$ cat src/rtl/zb_pkg.sv
// Shared types and helpers for the z-buffer pixel pipeline.
// Points are packed {x, y, z}, with x in the most significant bits.
package zb_pkg;
  localparam int COORD_W = 8;

  typedef struct packed {
    logic [COORD_W-1:0] x;
    logic [COORD_W-1:0] y;
    logic [COORD_W-1:0] z;
  } point_t;

  typedef enum logic [2:0] {IDLE, SETUP, DIV, RUN, DONE} br_state_t;

  function automatic logic [COORD_W-1:0] pt_x(input point_t p);
    return p.x;
  endfunction

  function automatic logic [COORD_W-1:0] pt_y(input point_t p);
    return p.y;
  endfunction

  function automatic logic [COORD_W-1:0] pt_z(input point_t p);
    return p.z;
  endfunction

  function automatic logic [COORD_W-1:0] abs_diff(input logic [COORD_W-1:0] a,
                                                  input logic [COORD_W-1:0] b);
    return (a >= b) ? a - b : b - a;
  endfunction
endpackage

$ cat src/rtl/seq_div8.sv
// Restoring divider: one quotient bit per cycle, MSB first.
// o_q/o_r are final in the cycle where o_done pulses.
module seq_div8 #(
  parameter int W = 8
) (
  input  logic         clk,
  input  logic         rst,
  input  logic         i_start,
  input  logic [W-1:0] i_dividend,
  input  logic [W-1:0] i_divisor,
  output logic         o_done,
  output logic [W-1:0] o_q,
  output logic [W-1:0] o_r
);
  logic [W-1:0] r_rem, r_quo, r_dvs;
  logic [2:0]   r_cnt;
  logic         r_run, r_done;

  logic [W-1:0] w_rem_src, w_quo_src, w_dvs;
  logic [W:0]   w_sh, w_diff;
  logic         w_ge;

  // The start cycle already performs the first iteration, so 8 bits finish
  // within 8 edges of the start edge.
  assign w_rem_src = i_start ? '0 : r_rem;
  assign w_quo_src = i_start ? i_dividend : r_quo;
  assign w_dvs     = i_start ? i_divisor : r_dvs;
  assign w_sh      = {w_rem_src, w_quo_src[W-1]};
  assign w_ge      = (w_sh >= {1'b0, w_dvs});
  assign w_diff    = w_ge ? (w_sh - {1'b0, w_dvs}) : w_sh;

  always_ff @(posedge clk or posedge rst) begin
    if (rst) begin
      r_rem  <= '0;
      r_quo  <= '0;
      r_dvs  <= '0;
      r_cnt  <= '0;
      r_run  <= 1'b0;
      r_done <= 1'b0;
    end else begin
      r_done <= 1'b0;
      if (i_start || r_run) begin
        r_rem <= w_diff[W-1:0];
        r_quo <= {w_quo_src[W-2:0], w_ge};
        r_dvs <= w_dvs;
      end
      if (i_start) begin
        r_cnt <= 3'd7;
        r_run <= 1'b1;
      end else if (r_run) begin
        r_cnt <= r_cnt - 3'd1;
        if (r_cnt == 3'd1) begin
          r_run  <= 1'b0;
          r_done <= 1'b1;
        end
      end
    end
  end

  assign o_done = r_done;
  assign o_q    = r_quo;
  assign o_r    = r_rem;
endmodule

$ cat src/rtl/bresenham_line.sv
// Bresenham line stage: walks from point_a to point_b inclusive, one pixel
// per accepted handshake, with z interpolated via q = dz/L and remainder error.
module bresenham_line
  import zb_pkg::*;
#(
  parameter int COORD_W = zb_pkg::COORD_W,
  parameter int ERR_W   = COORD_W + 3
) (
  input  logic                 clk,
  input  logic                 rst,
  input  logic                 req_br,
  output logic                 ack_br,
  input  logic [3*COORD_W-1:0] point_a,
  input  logic [3*COORD_W-1:0] point_b,
  output logic                 pix_valid,
  input  logic                 pix_ready,
  output logic [COORD_W-1:0]   pix_x,
  output logic [COORD_W-1:0]   pix_y,
  output logic [COORD_W-1:0]   pix_z,
  output logic                 pix_eol,
  output logic                 eoc_br,
  output logic                 busy,
  output br_state_t            dbg_state
);
  // Pixel stream: a pixel transfers on a rising edge where pix_valid and
  // pix_ready are both high; while valid && !ready every pix_* output holds.
  br_state_t               r_state;
  point_t                  r_a, r_b;
  logic [COORD_W-1:0]      r_x, r_y, r_z, r_dx, r_dy, r_l, r_q, r_r, r_cnt;
  logic                    r_sx, r_sy, r_sz;
  logic signed [ERR_W-1:0] r_ex, r_ey, r_ez;
  logic                    r_ack, r_valid, r_eol, r_eoc, r_busy;

  logic [COORD_W-1:0]      w_dx, w_dy, w_dz, w_l, w_div_q, w_div_r, w_q0, w_r0;
  logic                    w_div_done, w_hs, w_step_x, w_step_y, w_step_z;
  logic signed [ERR_W-1:0] w_dx2, w_dy2, w_r2, w_r2i, w_l1, w_l2;
  logic signed [ERR_W-1:0] w_ex_n, w_ey_n, w_ez_n;
  logic [COORD_W-1:0]      w_x_n, w_y_n, w_zq, w_z_n;

  assign w_dx = abs_diff(r_a.x, r_b.x);
  assign w_dy = abs_diff(r_a.y, r_b.y);
  assign w_dz = abs_diff(r_a.z, r_b.z);
  assign w_l  = (w_dx >= w_dy) ? w_dx : w_dy;

  seq_div8 #(.W(COORD_W)) u_div (
    .clk        (clk),
    .rst        (rst),
    .i_start    (r_state == SETUP),
    .i_dividend (w_dz),
    .i_divisor  (w_l),
    .o_done     (w_div_done),
    .o_q        (w_div_q),
    .o_r        (w_div_r)
  );

  // A zero-length segment has no z slope; its single pixel is point a.
  assign w_q0 = (r_l == '0) ? '0 : w_div_q;
  assign w_r0 = (r_l == '0) ? '0 : w_div_r;

  assign w_dx2 = {{(ERR_W-COORD_W-1){1'b0}}, r_dx, 1'b0};
  assign w_dy2 = {{(ERR_W-COORD_W-1){1'b0}}, r_dy, 1'b0};
  assign w_r2  = {{(ERR_W-COORD_W-1){1'b0}}, r_r, 1'b0};
  assign w_r2i = {{(ERR_W-COORD_W-1){1'b0}}, w_r0, 1'b0};
  assign w_l1  = {{(ERR_W-COORD_W){1'b0}}, r_l};
  assign w_l2  = {{(ERR_W-COORD_W-1){1'b0}}, r_l, 1'b0};

  assign w_hs     = r_valid & pix_ready;
  assign w_step_x = ~r_ex[ERR_W-1];
  assign w_step_y = ~r_ey[ERR_W-1];
  assign w_step_z = ~r_ez[ERR_W-1];

  assign w_ex_n = r_ex - (w_step_x ? w_l2 : '0) + w_dx2;
  assign w_ey_n = r_ey - (w_step_y ? w_l2 : '0) + w_dy2;
  assign w_ez_n = r_ez - (w_step_z ? w_l2 : '0) + w_r2;

  assign w_x_n = w_step_x ? (r_sx ? r_x - 1'b1 : r_x + 1'b1) : r_x;
  assign w_y_n = w_step_y ? (r_sy ? r_y - 1'b1 : r_y + 1'b1) : r_y;
  assign w_zq  = r_sz ? r_z - r_q : r_z + r_q;
  assign w_z_n = w_step_z ? (r_sz ? w_zq - 1'b1 : w_zq + 1'b1) : w_zq;

  always_ff @(posedge clk or posedge rst) begin
    if (rst) begin
      r_state <= IDLE;
      r_a     <= '0;
      r_b     <= '0;
      r_x     <= '0;
      r_y     <= '0;
      r_z     <= '0;
      r_dx    <= '0;
      r_dy    <= '0;
      r_l     <= '0;
      r_q     <= '0;
      r_r     <= '0;
      r_cnt   <= '0;
      r_sx    <= 1'b0;
      r_sy    <= 1'b0;
      r_sz    <= 1'b0;
      r_ex    <= '0;
      r_ey    <= '0;
      r_ez    <= '0;
      r_ack   <= 1'b0;
      r_valid <= 1'b0;
      r_eol   <= 1'b0;
      r_eoc   <= 1'b0;
      r_busy  <= 1'b0;
    end else begin
      r_ack <= 1'b0;
      r_eoc <= 1'b0;
      case (r_state)
        IDLE: begin
          if (req_br) begin
            r_a     <= point_t'(point_a);
            r_b     <= point_t'(point_b);
            r_ack   <= 1'b1;
            r_busy  <= 1'b1;
            r_state <= SETUP;
          end
        end
        SETUP: begin
          r_dx    <= w_dx;
          r_dy    <= w_dy;
          r_l     <= w_l;
          r_sx    <= (r_b.x < r_a.x);
          r_sy    <= (r_b.y < r_a.y);
          r_sz    <= (r_b.z < r_a.z);
          r_state <= DIV;
        end
        DIV: begin
          if (w_div_done) begin
            r_q     <= w_q0;
            r_r     <= w_r0;
            r_ex    <= w_dx2 - w_l1;
            r_ey    <= w_dy2 - w_l1;
            r_ez    <= w_r2i - w_l1;
            r_x     <= r_a.x;
            r_y     <= r_a.y;
            r_z     <= r_a.z;
            r_cnt   <= r_l;
            r_eol   <= (r_l == '0);
            r_valid <= 1'b1;
            r_state <= RUN;
          end
        end
        RUN: begin
          if (w_hs) begin
            if (r_eol) begin
              r_valid <= 1'b0;
              r_eol   <= 1'b0;
              r_eoc   <= 1'b1;
              r_state <= DONE;
            end else begin
              r_x   <= w_x_n;
              r_y   <= w_y_n;
              r_z   <= w_z_n;
              r_ex  <= w_ex_n;
              r_ey  <= w_ey_n;
              r_ez  <= w_ez_n;
              r_cnt <= r_cnt - 1'b1;
              r_eol <= (r_cnt == 1);
            end
          end
        end
        DONE: begin
          r_busy  <= 1'b0;
          r_state <= IDLE;
        end
        default: r_state <= IDLE;
      endcase
    end
  end

  assign ack_br    = r_ack;
  assign pix_valid = r_valid;
  assign pix_x     = r_x;
  assign pix_y     = r_y;
  assign pix_z     = r_z;
  assign pix_eol   = r_eol;
  assign eoc_br    = r_eoc;
  assign busy      = r_busy;
  assign dbg_state = r_state;
endmodule

$ cat config.mk
export PLATFORM = sky130hd
export DESIGN_NAME = bresenham_line
export DESIGN_NICKNAME = d
export VERILOG_FILES = /design/src/rtl/zb_pkg.sv /design/src/rtl/seq_div8.sv /design/src/rtl/bresenham_line.sv
export SDC_FILE = /design/constraint.sdc
export NUM_CORES = 1
export LEC_CHECK = 0
export ABC_CLOCK_PERIOD_IN_PS = 8270
export CORE_MARGIN = 2
export CORE_UTILIZATION = 61
export DETAILED_ROUTE_END_ITERATION = 7
export PLACE_DENSITY = 0.87
export SLEW_MARGIN = 40
export SYNTH_ARGS = -nofsm -noshare
export SYNTH_HDL_FRONTEND = slang
export SYNTH_SLANG_ARGS = --single-unit
$ cat constraint.sdc
create_clock -name clk -period 8.27 [get_ports clk]
set_input_delay 0.827 -clock clk [delete_from_list [all_inputs] [get_ports clk]]
set_output_delay 0.827 -clock clk [all_outputs]
set_load 0.005 [all_outputs]
==> impl_metrics.csv <==
group,metric,value,unit
global_route,grt_pass1_vias,11981,
clocking,cts_hold_buf,0,
sta,unrepaired_setup_endpoints_after_global_routing,"false",
synthesis,number_of_flops_mapped_to_enable_cells_by_yosys,0,
clocking,tritoncts_num_sinks,190,
clocking,tritoncts,"built",
synthesis,synth.ff_latch_count,190,
global_route,grt_max_degree,108,
drt,routed_wl,35000,µm
layout,num_antenna_cells,0,
worst_setup_path,worst_ep_required_time,8610,ps
synthesis,ys_warns,0,
clocking,cts_buffers,17,
run,cap_violations,0,
clocking,worst_setup_hold_path_clk_slew,70,ps
synthesis,post_synth.cell_area_avg,8.57,µm²
clocking,cts-root-to-sink-buffers,2,
drt,detailroute.via_count,12120,
synthesis,synth_most_common_cell,"inv_1",
sta,hold-worst-slack,465,ps
placed_design,portBuffers,83,
sta,tightest_slew,749,ps
synthesis,synthesis.nets,1921,
global_route,number_of_antenna_violations_at_the_first_check_in_global_routing,0,
drt,firstDrtPassIters,7,
sta,max_clock_skew,17.6,ps
synthesis,seq_area_frac_synth,32.9,%
sta,setup-tns-final,0,ps
drt,drcViolationCount,0,
sta,timing.fmax,160,MHz
floorplanning,core,23400,µm²
clocking,insertion_delay,440,ps
global_route,grt_first_pass_wirelength,58200,µm
floorplanning,floorplan.die_area,25000,µm²
drt,viasPerCell,5.88,
synthesis,synth_async_reset_ratio,100,%
clocking,cts_setup_buffers,0,
placed_design,place.detailed.hpwl,25800,µm
global_route,grt_overflow,0,
sta,final_number_of_setup_violating_endpoints,0,
layout,finalNetCount,1963,
floorplanning,placementRows,56,
synthesis,synth_top_cell_area_share,32.9,%
clocking,cts-htree-levels,4,
sta,post-route-period-util,75.7,%
worst_setup_path,path_class,"register to register",
worst_setup_path,crit_fanout,10,
drt,detail_route.wl_per_cell,17.0,µm
floorplanning,fp.dieH,158,µm
placed_design,gp_congestion,0.925,
synthesis,post_synth_num_cell_types,74,
outcome,status,"completed",
clocking,post_cts_resized,0,
sta,final_period_minus_worst_setup_slack,6260,ps
worst_setup_path,sort_of_element_at_the_end_of_the_critical_path,"register",
layout,areaGrowthSynthToFinish,11.2,%
clocking,clockRootBuffer,"clkbuf_16",
layout,share_of_post_route_cells_with_drive_strength_above_1,4.36,%
worst_setup_path,critical_path_arrival,6600,ps
synthesis,post_synth_instance_area,14500,µm²
sta,max_transition_margin,50.0,%
floorplanning,fp.dieW,158,µm
synthesis,post-synth-top-area-cell,"dfrtp_1",
synthesis,biggest_area_contributors_in_the_synthesized_netlist,"dfrtp_1 (33%), ha_1 (12%), o21ai_0 (6.2%)",
floorplanning,boundaryPins,84,
worst_setup_path,setup.worst_path.start_class,"register",
drt,route.antenna.remaining_nets,0,
synthesis,ys.flop_type,"dfrtp_1",
synthesis,postSynthCellCount,1689,
hold_path,min_path_type,"register to register",
drt,detail_route.iter0.violations,825,
global_route,gr-usage-all-layers,29.3,%
synthesis,synth.top_cells.by_count,"inv_1 (213), nand2_1 (198), dfrtp_1 (190)",
sta,finalMaxSlewViolations,0,
sta,finalHoldViolations,0,
floorplanning,initial_core_utilization,61.8,%
-- flip-flops by register name, indices dropped and copies added (netlist names), 8 cells and up --
name,cells
r_r,8
r_q,8
u_div.r_dvs,8
r_ex,10
u_div.o_q,8
u_div.o_r,8
r_l,8
r_ez,10
pix_x,8
r_cnt,8
r_dy,8
r_ey,10
pix_z,8
r_b,24
r_a,24
pix_y,8
r_dx,8
-- final timing paths --
path / startpoint / end / slack (ps) / depth (start not counted)
setup / recovery: r_a[8]$_DFFE_PP0P_ / u_div.o_r[1]$_DFFE_PP0P_ / 2010 / 23
min in group asynchronous: rst / pix_x[5]$_DFFE_PP0P_ / 880 / 2
setup reg to reg: r_a[8]$_DFFE_PP0P_ / u_div.o_r[1]$_DFFE_PP0P_ / 2010 / 23
hold reg to reg: u_div.r_dvs[5]$_DFFE_PP0P_ / u_div.r_dvs[5]$_DFFE_PP0P_ / 460 / 2
hold / removal: u_div.r_dvs[5]$_DFFE_PP0P_ / u_div.r_dvs[5]$_DFFE_PP0P_ / 460 / 2
max in group asynchronous: rst / u_div.r_cnt[2]$_DFFE_PP0P_ / 6260 / 3
-- cells in the final DEF (no fill, tap or decap), types with 18 or more instances in the layout --
cell type	instances
a21o_1	39
nor3_1	29
clkdlybuf4s50_1	83
ha_1	139
inv_1	212
xor2_1	32
nand2_1	197
o211ai_1	23
xnor2_1	53
fa_1	41
a21oi_1	103
nor2_1	96
nand3_1	23
nor2b_1	36
o21ai_0	178
dfrtp_1	190
mux2i_1	33
a31oi_1	18
-- per-stage QoR --
stage	cells	worst slack (ps)	util, %	cell area (µm²)
2_1_floorplan	1689	2270	-	14500
3_3_place_gp	2031	2360	66.3	15500
3_5_place_dp	2031	2130	66.3	15500
4_1_cts	2062	2090	68.7	16100
5_1_grt	2062	1530	68.7	16100
6_report	2062	2010	68.7	16100
-- area by class of cell --
type,count,area (µm²)
multi-input cells,1216,8650
fillers,1825,7310
flip-flops and latches,190,4750
repair buffers,93,916
inverters,213,812
clock buffers,18,429
well taps,319,399
clock inverters,13,126
-- cell families (layout without fill, tap and decap cells) --
family | after synthesis | after routing | synth area share [%]
AO/OA/AOI/OAI | 461 | 461 | 19.6
AND/OR/NAND/NOR | 449 | 449 | 14.1
buffers and inverters | 283 | 337 | 7.56
flip-flops | 190 | 190 | 32.9
adder cells (fa/ha/maj) | 180 | 180 | 17.7
XOR/XNOR | 88 | 88 | 5.53
multiplexers | 38 | 38 | 2.67
-- critical path, cell delays in order, from the launching register on --
cell      delay (ps)
dfrtp_1          410
inv_1            120
ha_1             150
inv_1             50
fa_1             400
a21o_1           180
a21oi_2          190
a21oi_1          120
a211oi_4         480
mux2i_1          280
xor2_1           410
ha_1             220
a211oi_1          50
o21ai_1          310
and2_0           350
nand2_1          200
o221a_2          360
ha_1             380
o211ai_1         120
a21oi_1          170
o21ai_0          170
a22oi_2          470
mux2_2           390
o21ai_0          190
-- routing by layer --
layer  GRT usage, %  wire length (µm)  part of all wire (%)
met1           40.4             15700                    45
met2           47.4             16100                    46
met3           4.76              2270                   6.5
met4           9.48               923                   2.6
met5              0                 0                     0
Power is not shown: default switching activity piles up to over one toggle a cycle in this logic, so the estimate is an artifact.
